<file path="config.mk">
export PLATFORM = sky130hd
export DESIGN_NAME = memory_stage
export DESIGN_NICKNAME = d
export VERILOG_FILES = /design/src/rtl/rv32i_pkg.sv /design/src/rtl/memory_stage.sv
export SDC_FILE = /design/constraint.sdc
export NUM_CORES = 1
export LEC_CHECK = 0
export ABC_AREA = 1
export BUFFER_PORTS_ARGS = -buffer_cell sky130_fd_sc_hd__buf_2
export CORE_AREA = 2 2 95 97
export DETAILED_ROUTE_END_ITERATION = 10
export DIE_AREA = 0 0 97 99
export GPL_TIMING_DRIVEN = 0
export MAX_ROUTING_LAYER = met4
export PLACE_DENSITY = 0.81
export SYNTH_ARGS = -nofsm -noshare
export SYNTH_HDL_FRONTEND = slang
export SYNTH_SLANG_ARGS = --single-unit
</file>
<file path="constraint.sdc">
create_clock -name clk -period 4 [get_ports clk]
set_input_delay 0.8 -clock clk [delete_from_list [all_inputs] [get_ports clk]]
set_output_delay 0.8 -clock clk [all_outputs]
set_load 0.005 [all_outputs]
</file>
<file path="src/rtl/rv32i_pkg.sv">
// Shared RV32I datapath definitions used by the pipeline stages.
package rv32i_pkg;

    localparam int unsigned DPW = 32;

    // Memory-stage bus handshake states
    typedef enum logic {
        IDLE = 1'b0,
        WAIT = 1'b1
    } mem_state_t;

    // M->W pipeline register payload
    typedef struct packed {
        logic           regwrite;
        logic           resultsrc;
        logic [DPW-1:0] aluresult;
        logic [DPW-1:0] readdata;
        logic [4:0]     rd;
    } mw_reg_t;

    // Word alignment test on the two address LSBs
    function automatic logic is_aligned(input logic [1:0] lsb);
        return (lsb == 2'b00);
    endfunction

endpackage

</file>
<file path="src/rtl/memory_stage.sv">
// Pipeline M stage: drives the data-memory handshake, stalls upstream while
// waiting for an ack, aborts on timeout or misalignment, and holds the M->W register.
module memory_stage
    import rv32i_pkg::*;
#(
    parameter int unsigned TIMEOUT_CYC = 16
) (
    input  logic           clk,
    input  logic           rst,
    input  logic           validM,
    input  logic           regwriteM,
    input  logic           resultsrcM,
    input  logic           memwriteM,
    input  logic [DPW-1:0] aluresultM,
    input  logic [DPW-1:0] Rd2M,
    input  logic [4:0]     RdM,
    output logic           dmem_req,
    output logic           dmem_we,
    output logic [DPW-1:0] dmem_addr,
    output logic [DPW-1:0] dmem_wdata,
    input  logic           dmem_ack,
    input  logic [DPW-1:0] dmem_rdata,
    output logic           stallM,
    output logic           regwriteW,
    output logic           resultsrcW,
    output logic [DPW-1:0] aluresultW,
    output logic [DPW-1:0] readdataW,
    output logic [4:0]     RdW,
    output logic           bus_err,
    output logic           misalign_err
);

    localparam int unsigned CW = (TIMEOUT_CYC > 1) ? $clog2(TIMEOUT_CYC) : 1;
    localparam logic [CW-1:0] LAST_CNT = CW'(TIMEOUT_CYC - 1);

    mem_state_t    state;
    mem_state_t    state_next;
    logic [CW-1:0] count;
    logic          access;
    logic          aligned;
    logic          timeout;
    logic          complete;
    mw_reg_t       w_q;
    mw_reg_t       w_next;

    assign access  = validM & (resultsrcM | memwriteM);
    assign aligned = is_aligned(aluresultM[1:0]);

    // State register; reset abandons any outstanding access
    always_ff @(posedge clk or posedge rst) begin
        if (rst) begin
            state <= IDLE;
        end else begin
            state <= state_next;
        end
    end

    // Next-state: leave IDLE on an un-acked request, leave WAIT on ack or timeout
    always_comb begin
        state_next = state;
        case (state)
            IDLE:    if (dmem_req && !dmem_ack) state_next = WAIT;
            WAIT:    if (dmem_ack || timeout)   state_next = IDLE;
            default: state_next = IDLE;
        endcase
    end

    // Bus and stall outputs; request is gated by rst so it drops asynchronously
    always_comb begin
        dmem_req   = 1'b0;
        dmem_we    = 1'b0;
        dmem_addr  = '0;
        dmem_wdata = '0;
        timeout    = 1'b0;
        if (!rst) begin
            case (state)
                IDLE:    dmem_req = access & aligned;
                WAIT:    dmem_req = 1'b1;
                default: dmem_req = 1'b0;
            endcase
            timeout = (state == WAIT) && (count == LAST_CNT) && !dmem_ack;
        end
        if (dmem_req) begin
            dmem_we    = memwriteM;
            dmem_addr  = aluresultM;
            dmem_wdata = Rd2M;
        end
        complete = dmem_req & dmem_ack;
        stallM   = dmem_req & ~dmem_ack & ~timeout;
    end

    // Wait counter: zero outside WAIT, counts WAIT cycles from entry
    always_ff @(posedge clk or posedge rst) begin
        if (rst) begin
            count <= '0;
        end else if (state == WAIT && state_next == WAIT) begin
            count <= count + CW'(1);
        end else begin
            count <= '0;
        end
    end

    // W payload: capture retiring instruction, bubble on stall/abort/invalid
    always_comb begin
        w_next = '0;
        if (validM && !stallM && !timeout && !(access && !aligned)) begin
            w_next.regwrite  = regwriteM;
            w_next.resultsrc = resultsrcM;
            w_next.aluresult = aluresultM;
            w_next.rd        = RdM;
            w_next.readdata  = (resultsrcM && complete) ? dmem_rdata : '0;
        end
    end

    // M->W pipeline register
    always_ff @(posedge clk or posedge rst) begin
        if (rst) begin
            w_q <= '0;
        end else begin
            w_q <= w_next;
        end
    end

    // Sticky error flags, cleared only by reset
    always_ff @(posedge clk or posedge rst) begin
        if (rst) begin
            bus_err      <= 1'b0;
            misalign_err <= 1'b0;
        end else begin
            if (timeout)             bus_err      <= 1'b1;
            if (access && !aligned)  misalign_err <= 1'b1;
        end
    end

    assign regwriteW  = w_q.regwrite;
    assign resultsrcW = w_q.resultsrc;
    assign aluresultW = w_q.aluresult;
    assign readdataW  = w_q.readdata;
    assign RdW        = w_q.rd;

endmodule

</file>
Word level (Yosys, flattened, before mapping)
Index checks and enable logic that the tools add are counted.
- flip-flop bits (word level): 78
- output and inout port bits: 140
- word-level logic and storage cells: 48
- add/sub/neg operators: 1
- equal/unequal tests: 1
- muxes and demuxes: 12
- bitwise operators: 9
- reduce and logical (&&, ||, !) cells: 16
- operators by type and width (cell ; count):
    $mux W32 ; 3
    $mux W71 ; 1
    $logic_and A1 B1 Y1 ; 9
    $and A1 B1 Y1 ; 5
    $logic_not A1 Y1 ; 5
    $mux W1 ; 5
    $add A4 B1 Y4 const B ; 1
    $eq A4 B4 Y1 const B ; 1
    $mux W4 ; 1
    $pmux W1 S2 ; 2
    $not A1 Y1 ; 3
    $logic_not A2 Y1 ; 1
    $logic_or A1 B1 Y1 ; 1
    $or A1 B1 Y1 ; 1

Depth between registers and ports, before layout
Gate-level depths: netlist of run 1.
- depth in word-level cells: 12
- depth in mapped cells: 9
- depth with buffers taken out: 8

Worst setup path after synthesis of run 1
Ideal clock, no wire load.
- path type: input-to-output
- start point: input rst
- end point: output dmem_addr[15]
- arrival: 2.545 ns
- required time: 3.200 ns
- path slack: 0.655 ns
- stages: 7
- cells stage by stage: inv_2 -> nand2_1 -> nand2_4 -> inv_2 -> buf_6 -> buf_6 -> nor2_1
- word-level cells in the longest chain between the ends: 2
- ends and longest elaborated chain (what ; RTL line ; source):
    start: declaration ; memory_stage.sv:9 ; input logic rst,
    $mux W1 ; memory_stage.sv:75 ; if (!rst) begin
    $mux W32 ; memory_stage.sv:83 ; if (dmem_req) begin
    end: declaration ; memory_stage.sv:19 ; output logic [DPW-1:0] dmem_addr,
Every way passes these cells.

Final worst setup path of run 1
- start point: input rst
- end point: output dmem_addr[14]
Same word-level chain as after synthesis.

==> summary.txt, run 1 <==
Synth
  – Register bit total from synthesis: a little under 80
  – Mean Syn Cell Area: roughly 9 µm²
  – Post-Syn Instances: 374
  – Yosys warnings: 0
  – Post-synthesis cell area: 0.00336 mm²
  – Synth top area cells: dfrtp_1 58%, nor2_1 11%, nor2_2 8.9%, inv_1 8.3%, nand3_1 5.1%
  – Post-synth top area share: 58.1%
  – Area leader, netlist: dfrtp_1
  – Seq/Total Area, Yosys: 58.1%
  – Count of cell types in the netlist: 22
  – Syn Nets: 483

CTS
  – H-tree depth: 3
  – Clk root buf: clkbuf_8
  – Resize count post-CTS: 0
  – # hold bufs at CTS: 0
  – CTS clock-pin slew for the worst setup and hold paths: ~80 ps
  – Cts bufs inserted: 9
  – Number of setup buffers added after CTS: 0
  – Max Root-Sink Buffers: 2
  – Clk_lat worst skew: 340 ps
  – CTS tree: yes
  – Clk sinks: 78

Finish
  – Most common cell after layout, fill and taps aside: buf_2
  – Synth-to-Final Area Change: 48.8%
  – Final Core Density: between 50 and 60%
  – Fill count: about 770
  – Commonest non-fill, non-tap cells in the layout: 251 x buf_2, 99 x nor2_1, 78 x dfrtp_1
  – Diodes inserted: 0
  – Share of layout cells above drive strength 1: 52.7%
  – Final #Nets: approximately 740

Floorplan
  – Core Rows: 34
  – Die Y: 99 µm
  – Core area: 0.00855 mm²
  – Ports: 248
  – Full die area: 0.00960 mm²
  – Die W: 97 µm
  – Starting density of the core: roughly two fifths

Power and ir drop
  – P_leak: 3.19 nW
  – Int Pwr: ~0.0013 W
  – Sequential power share: 46.5%
  – PD cells: 349 mW/mm²
  – Net switching power: between 0.0004 and 0.0005 W
  – Net Sw Frac: 24.1%
  – Maximum VDD drop: 0.169 mV
  – Clock share of power: 40.1%
  – Logic gate share of total power: 13.4%

Global routing
  – Largest net degree at the start of global routing: 49
  – Global-route wire length before repair: approximately 16 mm
  – Initial antenna violation count: 0
  – GRT overflow: 0
  – Number of global-route vias before repair: around 3200
  – Global-route usage over all layers: around a fifth

Timing
  – Setup_tns: 0 ps
  – Final number of max-transition violations: 0
  – Achievable Freq: 304 MHz
  – Rel. slew slack: 70.7%
  – RSZ-0062 raised after global routing: false
  – Setup Viol. Count Final: 0
  – Final Hold Fails: 0
  – Worst Tran Pin Value: between 400 and 500 ps
  – Min Clock Period, post-route: 3290 ps
  – Final Cycle Share: 82.2%
  – Clock skew: about 9.4 ps

Placement
  – HPWL Detailed: 7.84 mm
  – I/O Buffers: between 200 and 250
  – Routability-driven placement congestion ratio: 0.863

Setup path
  – Largest stage delay, worst path: around 320 ps
  – RR Startpoint: count[0]
  – R2R depth: 7
  – Critical-path maximum fanout: 48
  – Capture point of the worst reg-to-reg path: aluresultW[17]
  – CP startpoint: rst
  – CP Launch Type: primary input
  – Critical Path RT: 3200 ps
  – Slowest stage cell, crit path: inv_4
  – Crit path capture: dmem_addr[14]
  – Reg2reg setup slack: ~2500 ps
  – CP cell instances: buf_2, inv_4, buf_16, nand2_1, nand2_4, inv_2, buf_6, buf_6, nor2_2, buf_2
  – Critical path class: in -> out
  – Worst Path Arrival: 2490 ps
  – CP endpoint kind: output port

Worst hold path
  – Worst min-delay path startpoint: bus_err
  – Hold Crit Depth: 1
  – Worst Hold Class: reg -> reg

Routing
  – Wire length per cell: 13.0 µm
  – Via count: 3219
  – Initial drt markers: 72
  – Drt total wl: 9.71 mm
  – DRT Pass-1 Iters: 4
  – Remaining routing DRC violations: 0
  – Antenna Violating Nets Remaining: 0
  – Routed vias/inst: 4.32

Outcome
  – Status: finished, final reports clean

Flow run
  – Max Cap Violations: 0
-- how the worst min path moves through the flow --
| stage | to | slack [ps] |
|---|---|---|
| finish | bus_err | 460 |
| global route | bus_err | 480 |
| CTS | count[0] | 470 |
| detailed placement | bus_err | 450 |
| global placement | misalign_err | 440 |
| floorplan | count[0] | 430 |
-- registers in the layout, summed over array words and instances (netlist names) --
signal	count
RdW	5
aluresultW	32
misalign_err	1
readdataW	32
bus_err	1
resultsrcW	1
regwriteW	1
state	1
count	4
-- critical path: cells and delay by family --
kind / cells / cell delay (ps)
buffers and inverters: 7 / 1240
and+or+nand+nor: 3 / 420
-- Yosys cell counts --
| master | instances |
|---|---|
| nand3_1 | 34 |
| nand2_2 | 3 |
| ha_1 | 1 |
| o21ai_1 | 1 |
| buf_4 | 7 |
| buf_2 | 4 |
| nor2_2 | 48 |
| xnor2_1 | 1 |
| inv_2 | 4 |
| a21o_1 | 1 |
| buf_8 | 3 |
| xor2_1 | 1 |
| dfrtp_1 | 78 |
| buf_6 | 3 |
| nand3b_1 | 1 |
| nand2_4 | 1 |
| nand4_1 | 1 |
| inv_1 | 74 |
| clkbuf_1 | 3 |
| or2_2 | 1 |
| nor2_1 | 99 |
| nand2_1 | 5 |
-- cell families (layout without fill, tap and decap cells) --
| family | count (synthesis) | count (layout) | synth area share (%) |
|---|---|---|---|
| and+or+nand+nor | 193 | 193 | 27.1 |
| buffers and inverters | 98 | 362 | 13.6 |
| DFF | 78 | 78 | 58.1 |
| AOI/OAI and AO/OA | 2 | 2 | 0.372 |
| xor gates and xnor gates | 2 | 2 | 0.521 |
| adders and majority gates | 1 | 1 | 0.372 |
-- power by group through the flow --
stage | Sequential (W) | Clock, W | Combinational [W]
final | 0.000811 | 0.000700 | 0.000233
after global routing | 0.000814 | 0.000753 | 0.000261
after detailed placement | 0.000827 | 0 | 0.000236
after CTS | 0.000811 | 0.000720 | 0.000237
after floorplan | 0.000830 | 0 | 0.000110
after global placement | 0.000826 | 0 | 0.000226
-- area by class of cell --
| cell class | count | area (µm²) | share of cell area [%] |
|---|---|---|---|
| sequential | 78 | 1950 | 39.0 |
| timing repair buffer | 248 | 1260 | 25.3 |
| multi-input combinational | 198 | 953 | 19.1 |
| inverter | 78 | 295 | 5.91 |
| buffer | 20 | 163 | 3.25 |
| tap | 108 | 135 | 2.70 |
| clock buffer | 11 | 131 | 2.63 |
| clock inverter | 5 | 106 | 2.13 |
-- stage by stage --
step	cells	power (W)	hold WS, ps	area, µm²	setup WS, ps
final	746	0.00174	463	5000	712
after global routing	746	0.00183	481	5000	501
after CTS	746	0.00177	471	5000	629
after detailed placement	730	0.00106	455	4760	627
after global placement	729	0.00105	440	4730	-105
after floorplan	374	0.000940	433	3360	655
-- metal layers --
layer	vias to the layer above	part of all wire (%)	track usage [%]
met5	-	0	-
met4	0	2.0	6.61
met3	18	6.0	4.04
met2	138	50	34.8
met1	1471	42	26.3
li1	1592	-	-
No activity file was read; power rests on OpenSTA's default activity.
==> inputs of run 2 (changes only) <==
Settings changed: CORE_AREA 2 2 95 97 to default, CORE_UTILIZATION from default to 37, DIE_AREA 0 0 97 99 to default, PLACE_DENSITY 0.81 to 0.8.
Clock period 4 ns to 3 ns, I/O delays scaled along.
==> run 2 against run 1 <==
Critical path depth unchanged. Highest routed layer unchanged. Die area down 1.4%. Largest cell class unchanged. Clock power up 16%. Sequential power up 33%. Setup slack worse by 450 ps. Final cell count unchanged. Flip-flop and latch count unchanged. Core utilization down 1.7 points. Count of clock-buffer cells in the layout down 1. Wire length down 2.4%.
==> summary.txt, run 2 (synthesis gave the netlist of run 1 again) <==
Outcome
  – Status: finished, final reports clean

Power and ir drop
  – PD cells: 443 mW/mm²
  – P_leak: 3.18 nW
  – Maximum VDD drop: 0.255 mV

Timing
  – Setup Viol. Count Final: 0
  – Final Hold Fails: 0
  – RSZ-0062 raised after global routing: false
  – Achievable Freq: 366 MHz
  – Final Cycle Share: between 90 and 100%
  – Setup slack after layout: 264 ps
  – Min Clock Period, post-route: 2740 ps
  – Worst Tran Pin Value: 435 ps
  – Final number of max-transition violations: 0
  – Clock skew: roughly 11 ps
  – Rel. slew slack: 71.0%

Setup path
  – CP Launch Type: primary input
  – Critical-path maximum fanout: 50
  – Critical path class: in -> out
  – CP endpoint kind: output port
  – Worst Path Arrival: 2140 ps
  – Critical Path RT: 2400 ps

Finish
  – Fin cells: 746
  – Finished Cell Area: 0.00497 mm²
  – Commonest non-fill, non-tap cells in the layout: 251 x buf_2, 99 x nor2_1, 78 x dfrtp_1
  – Most common cell after layout, fill and taps aside: buf_2
  – Synth-to-Final Area Change: 47.9%
  – Diodes inserted: 0
  – Share of layout cells above drive strength 1: 53.0%
  – Final #Nets: around 740

CTS
  – Resize count post-CTS: 0
  – Max Root-Sink Buffers: 2
  – CTS tree: yes
  – H-tree depth: 3
  – Clk sinks: approximately 80
  – Clk_lat worst skew: roughly 340 ps
  – Cts bufs inserted: 9
  – Number of setup buffers added after CTS: 0
  – # hold bufs at CTS: 0
  – Clk root buf: clkbuf_8
  – CTS clock-pin slew for the worst setup and hold paths: about 100 ps

Global routing
  – GRT overflow: 0
  – Number of global-route vias before repair: around 3200
  – Global-route usage over all layers: roughly 21%
  – Largest net degree at the start of global routing: between 50 and 60
  – Initial antenna violation count: 0
  – Global-route wire length before repair: 15.1 mm

Routing
  – Drt total wl: 9.48 mm
  – Antenna Violating Nets Remaining: 0
  – Via count: 3217
  – DRT Pass-1 Iters: 4
  – Initial drt markers: 76
  – Wire length per cell: approximately 13 µm
  – Routed vias/inst: 4.31
  – Remaining routing DRC violations: 0

Floorplan
  – Core Rows: 34
  – Die Y: 97.3 µm
  – Ports: 248
  – Die W: 97.3 µm
  – Full die area: 0.00947 mm²
  – Core area: 0.00876 mm²
  – Starting density of the core: roughly two fifths

Placement
  – DP Area: 0.00476 mm²
  – Place WS: 109 ps
  – Routability-driven placement congestion ratio: 0.804
  – I/O Buffers: 247
  – Placed cells: 730
  – HPWL Detailed: 7.37 mm

Flow run
  – Max Cap Violations: 0

Worst hold path
  – Worst Hold Class: in -> async
run 2: final cells by class:
class	count	area [µm²]
clock buffers	10	138
well taps	108	135
flip-flops and latches	78	1950
plain buffers	20	163
clock inverters	6	68.8
repair buffers	248	1260
inverters	78	298
fillers	796	3790
multi-input cells	198	953
run 2: routing by layer:
metal  up-vias  track usage (%)  routed length [µm]  part of all wire [%]
met2       126             34.7                4810                    51
met5         -                -                   0                     0
met3        15             4.96                 566                   6.0
li1       1588                -                   -                     -
met4         0             6.45                 159                   1.7
met1      1488             24.6                3940                    42
run 2: critical path, cell delays in order:
cell and delay [ps]:
buf_2 130, inv_6 240, buf_16 280, nand2_1 130, nand2_4 160, inv_2 50, buf_6 150, buf_8 150
nor2_2 70, buf_2 130
run 2: power by group:
part | internal [W] | switching [W] | total (W) | leakage, nW
Sequential | 0.00107 | 0.00000678 | 0.00108 | 1.07
Combinational | 0.000134 | 0.000176 | 0.000310 | 2.01
Clock | 0.000412 | 0.000401 | 0.000813 | 0.103
Total | 0.00162 | 0.000584 | 0.00220 | 3.18
run 2: final timing paths:
check / from / to / slack, ps / cells past startpoint
worst max-delay path: rst / dmem_wdata[10] / 260 / 10
worst min-delay path: rst / aluresultW[29] / 230 / 2
worst max register to register: count[0] / aluresultW[21] / 1450 / 7
worst min register to register: misalign_err / misalign_err / 460 / 1
max in group asynchronous: rst / aluresultW[22] / 2220 / 3
min in group clk: misalign_err / misalign_err / 460 / 1
run 2: per-stage QoR:
| stage | power [W] | util [%] | hold WS [ps] | setup TNS (ps) |
|---|---|---|---|---|
| floorplan | 0.00125 | - | 433 | 0 |
| global placement | 0.00140 | 54.0 | 439 | -43500 |
| detailed placement | 0.00142 | 54.3 | 447 | 0 |
| CTS | 0.00223 | 56.7 | 277 | 0 |
| global route | 0.00231 | 56.7 | 230 | 0 |
| finish | 0.00220 | 56.7 | 231 | 0 |
==> inputs of run 3 (changes only) <==
Settings changed: CORE_MARGIN from default to 1.5.
==> run 3 against run 2 <==
Register-to-register slack better by 50 ps. Non-clock buffer count stayed put. Sequential share of layout area grew 0.40 points.
==> summary.txt, run 3 (synthesis gave the netlist of run 1 again) <==
Finish
  – Diodes inserted: 0
  – Share of layout cells above drive strength 1: a little over half
  – Finished Cell Area: roughly 0.0049 mm²
  – Commonest non-fill, non-tap cells in the layout: 251 x buf_2, 99 x nor2_1, 78 x dfrtp_1
  – Fill count: 802
  – Final #Nets: 742
  – Most common cell after layout, fill and taps aside: buf_2
  – Synth-to-Final Area Change: 46.4%
  – Fin cells: 744

Global routing
  – GRT overflow: 0
  – Number of global-route vias before repair: 3161
  – Global-route wire length before repair: 15.1 mm
  – Global-route usage over all layers: 20.1%
  – Initial antenna violation count: 0
  – Largest net degree at the start of global routing: 49

Setup path
  – Cell family with most CP delay: buffers and inverters
  – Slowest stage cell, crit path: buf_16
  – Critical path class: in -> out
  – CP Launch Type: primary input
  – Largest stage delay, worst path: 270 ps
  – Reg2reg setup slack: 1500 ps
  – Critical path buffer and inverter count: 7
  – R2R depth: 7
  – CP cell instances: buf_2, inv_8, buf_16, nand2_1, nand2_4, inv_2, buf_6, buf_6, nor2_1, buf_2
  – Critical-path maximum fanout: 48
  – CP endpoint kind: output port
  – Capture point of the worst reg-to-reg path: aluresultW[16]
  – RR Startpoint: count[0]
  – Worst Path Arrival: 2200 ps
  – Critical Path RT: about 2400 ps

Power and ir drop
  – Maximum VDD drop: ~0.23 mV
  – PD cells: 415 mW/mm²
  – P_leak: 3.16 nW
  – Total power: 0.00204 W

Floorplan
  – Ports: between 200 and 250
  – Full die area: 0.00966 mm²
  – Starting density of the core: about two fifths
  – Core area: 0.00876 mm²
  – Die W: about 100 µm
  – Die Y: approximately 100 µm
  – Core Rows: 34

Timing
  – Rel. slew slack: 72.0%
  – Clock skew: 5.90 ps
  – Final Cycle Share: 93.4%
  – Achievable Freq: 357 MHz
  – Final Hold Fails: 0
  – Worst Tran Pin Value: 420 ps
  – RSZ-0062 raised after global routing: false
  – Min Clock Period, post-route: 2800 ps
  – Final number of max-transition violations: 0
  – Setup Viol. Count Final: 0

Routing
  – Antenna Violating Nets Remaining: 0
  – DRT Pass-1 Iters: 4
  – Initial drt markers: 93
  – Remaining routing DRC violations: 0
  – Routed vias/inst: around 4.4
  – Wire length per cell: 12.8 µm
  – Drt total wl: 9.55 mm
  – Via count: 3250

Worst hold path
  – Worst Hold Class: in -> async

CTS
  – # hold bufs at CTS: 0
  – Clk_lat worst skew: 330 ps
  – Resize count post-CTS: 0
  – Clk sinks: between 70 and 80
  – Max Root-Sink Buffers: 2
  – Number of setup buffers added after CTS: 0
  – CTS clock-pin slew for the worst setup and hold paths: roughly 70 ps
  – Clk root buf: clkbuf_8
  – Cts bufs inserted: 9
  – H-tree depth: 3
  – CTS tree: yes

Outcome
  – Status: finished, final reports clean

Flow run
  – Max Cap Violations: 0

Placement
  – Placed cells: between 700 and 800
  – Routability-driven placement congestion ratio: 0.820
  – DP Area: ~0.0048 mm²
  – HPWL Detailed: between 7 and 8 mm
  – I/O Buffers: 247
-- run 3: cell types whose count changed in the layout (fill, tap and decap cells not counted), sizes merged --
cell / change
inv: -1
bufinv: -1
-- run 3: worst max-delay path by stage --
stage / start / to / cells after the start
2_1_floorplan: rst / dmem_addr[15] / 7
3_3_place_gp: rst / dmem_addr[15] / 9
3_5_place_dp: rst / dmem_addr[15] / 10
4_1_cts: rst / dmem_addr[15] / 10
5_1_grt: rst / dmem_addr[15] / 10
6_report: rst / dmem_addr[15] / 10
-- run 3: power breakdown --
part | internal (W) | leakage, nW | total, W | switching, W
clock | 0.000290 | 0.0780 | 0.000652 | 0.000362
sequential | 0.00107 | 1.07 | 0.00108 | 0.00000676
combinational | 0.000135 | 2.01 | 0.000310 | 0.000176
total | 0.00150 | 3.16 | 0.00204 | 0.000544
-- run 3: final cells by class --
class | instances | area [µm²] | share of cell area, %
Sequential cell | 78 | 1950 | 39.7
Timing Repair Buffer | 248 | 1260 | 25.7
Multi-Input combinational cell | 198 | 953 | 19.4
Inverter | 78 | 300 | 6.10
Buffer | 20 | 163 | 3.31
Tap cell | 108 | 135 | 2.75
Clock buffer | 10 | 128 | 2.59
Clock inverter | 4 | 26.3 | 0.534
-- run 3: routing by layer --
metal	vias to the layer above	track usage (%)	wire (µm)
li1	1590	-	-
met1	1507	26.0	4140
met2	141	33.0	4730
met3	12	3.01	576
met4	0	5.85	105
met5	-	-	0
-- run 3: through the flow --
step | setup WS (ps) | setup TNS, ps | hold WS (ps) | utilization (%)
detailed placement | 15.8 | 0 | 442 | 54.3
global route | 20.9 | 0 | 234 | 56.2
CTS | 7.19 | 0 | 289 | 56.1
finish | 197 | 0 | 232 | 56.2
global placement | -730 | -41070 | 436 | 54.0
floorplan | 55.2 | 0 | 433 | -
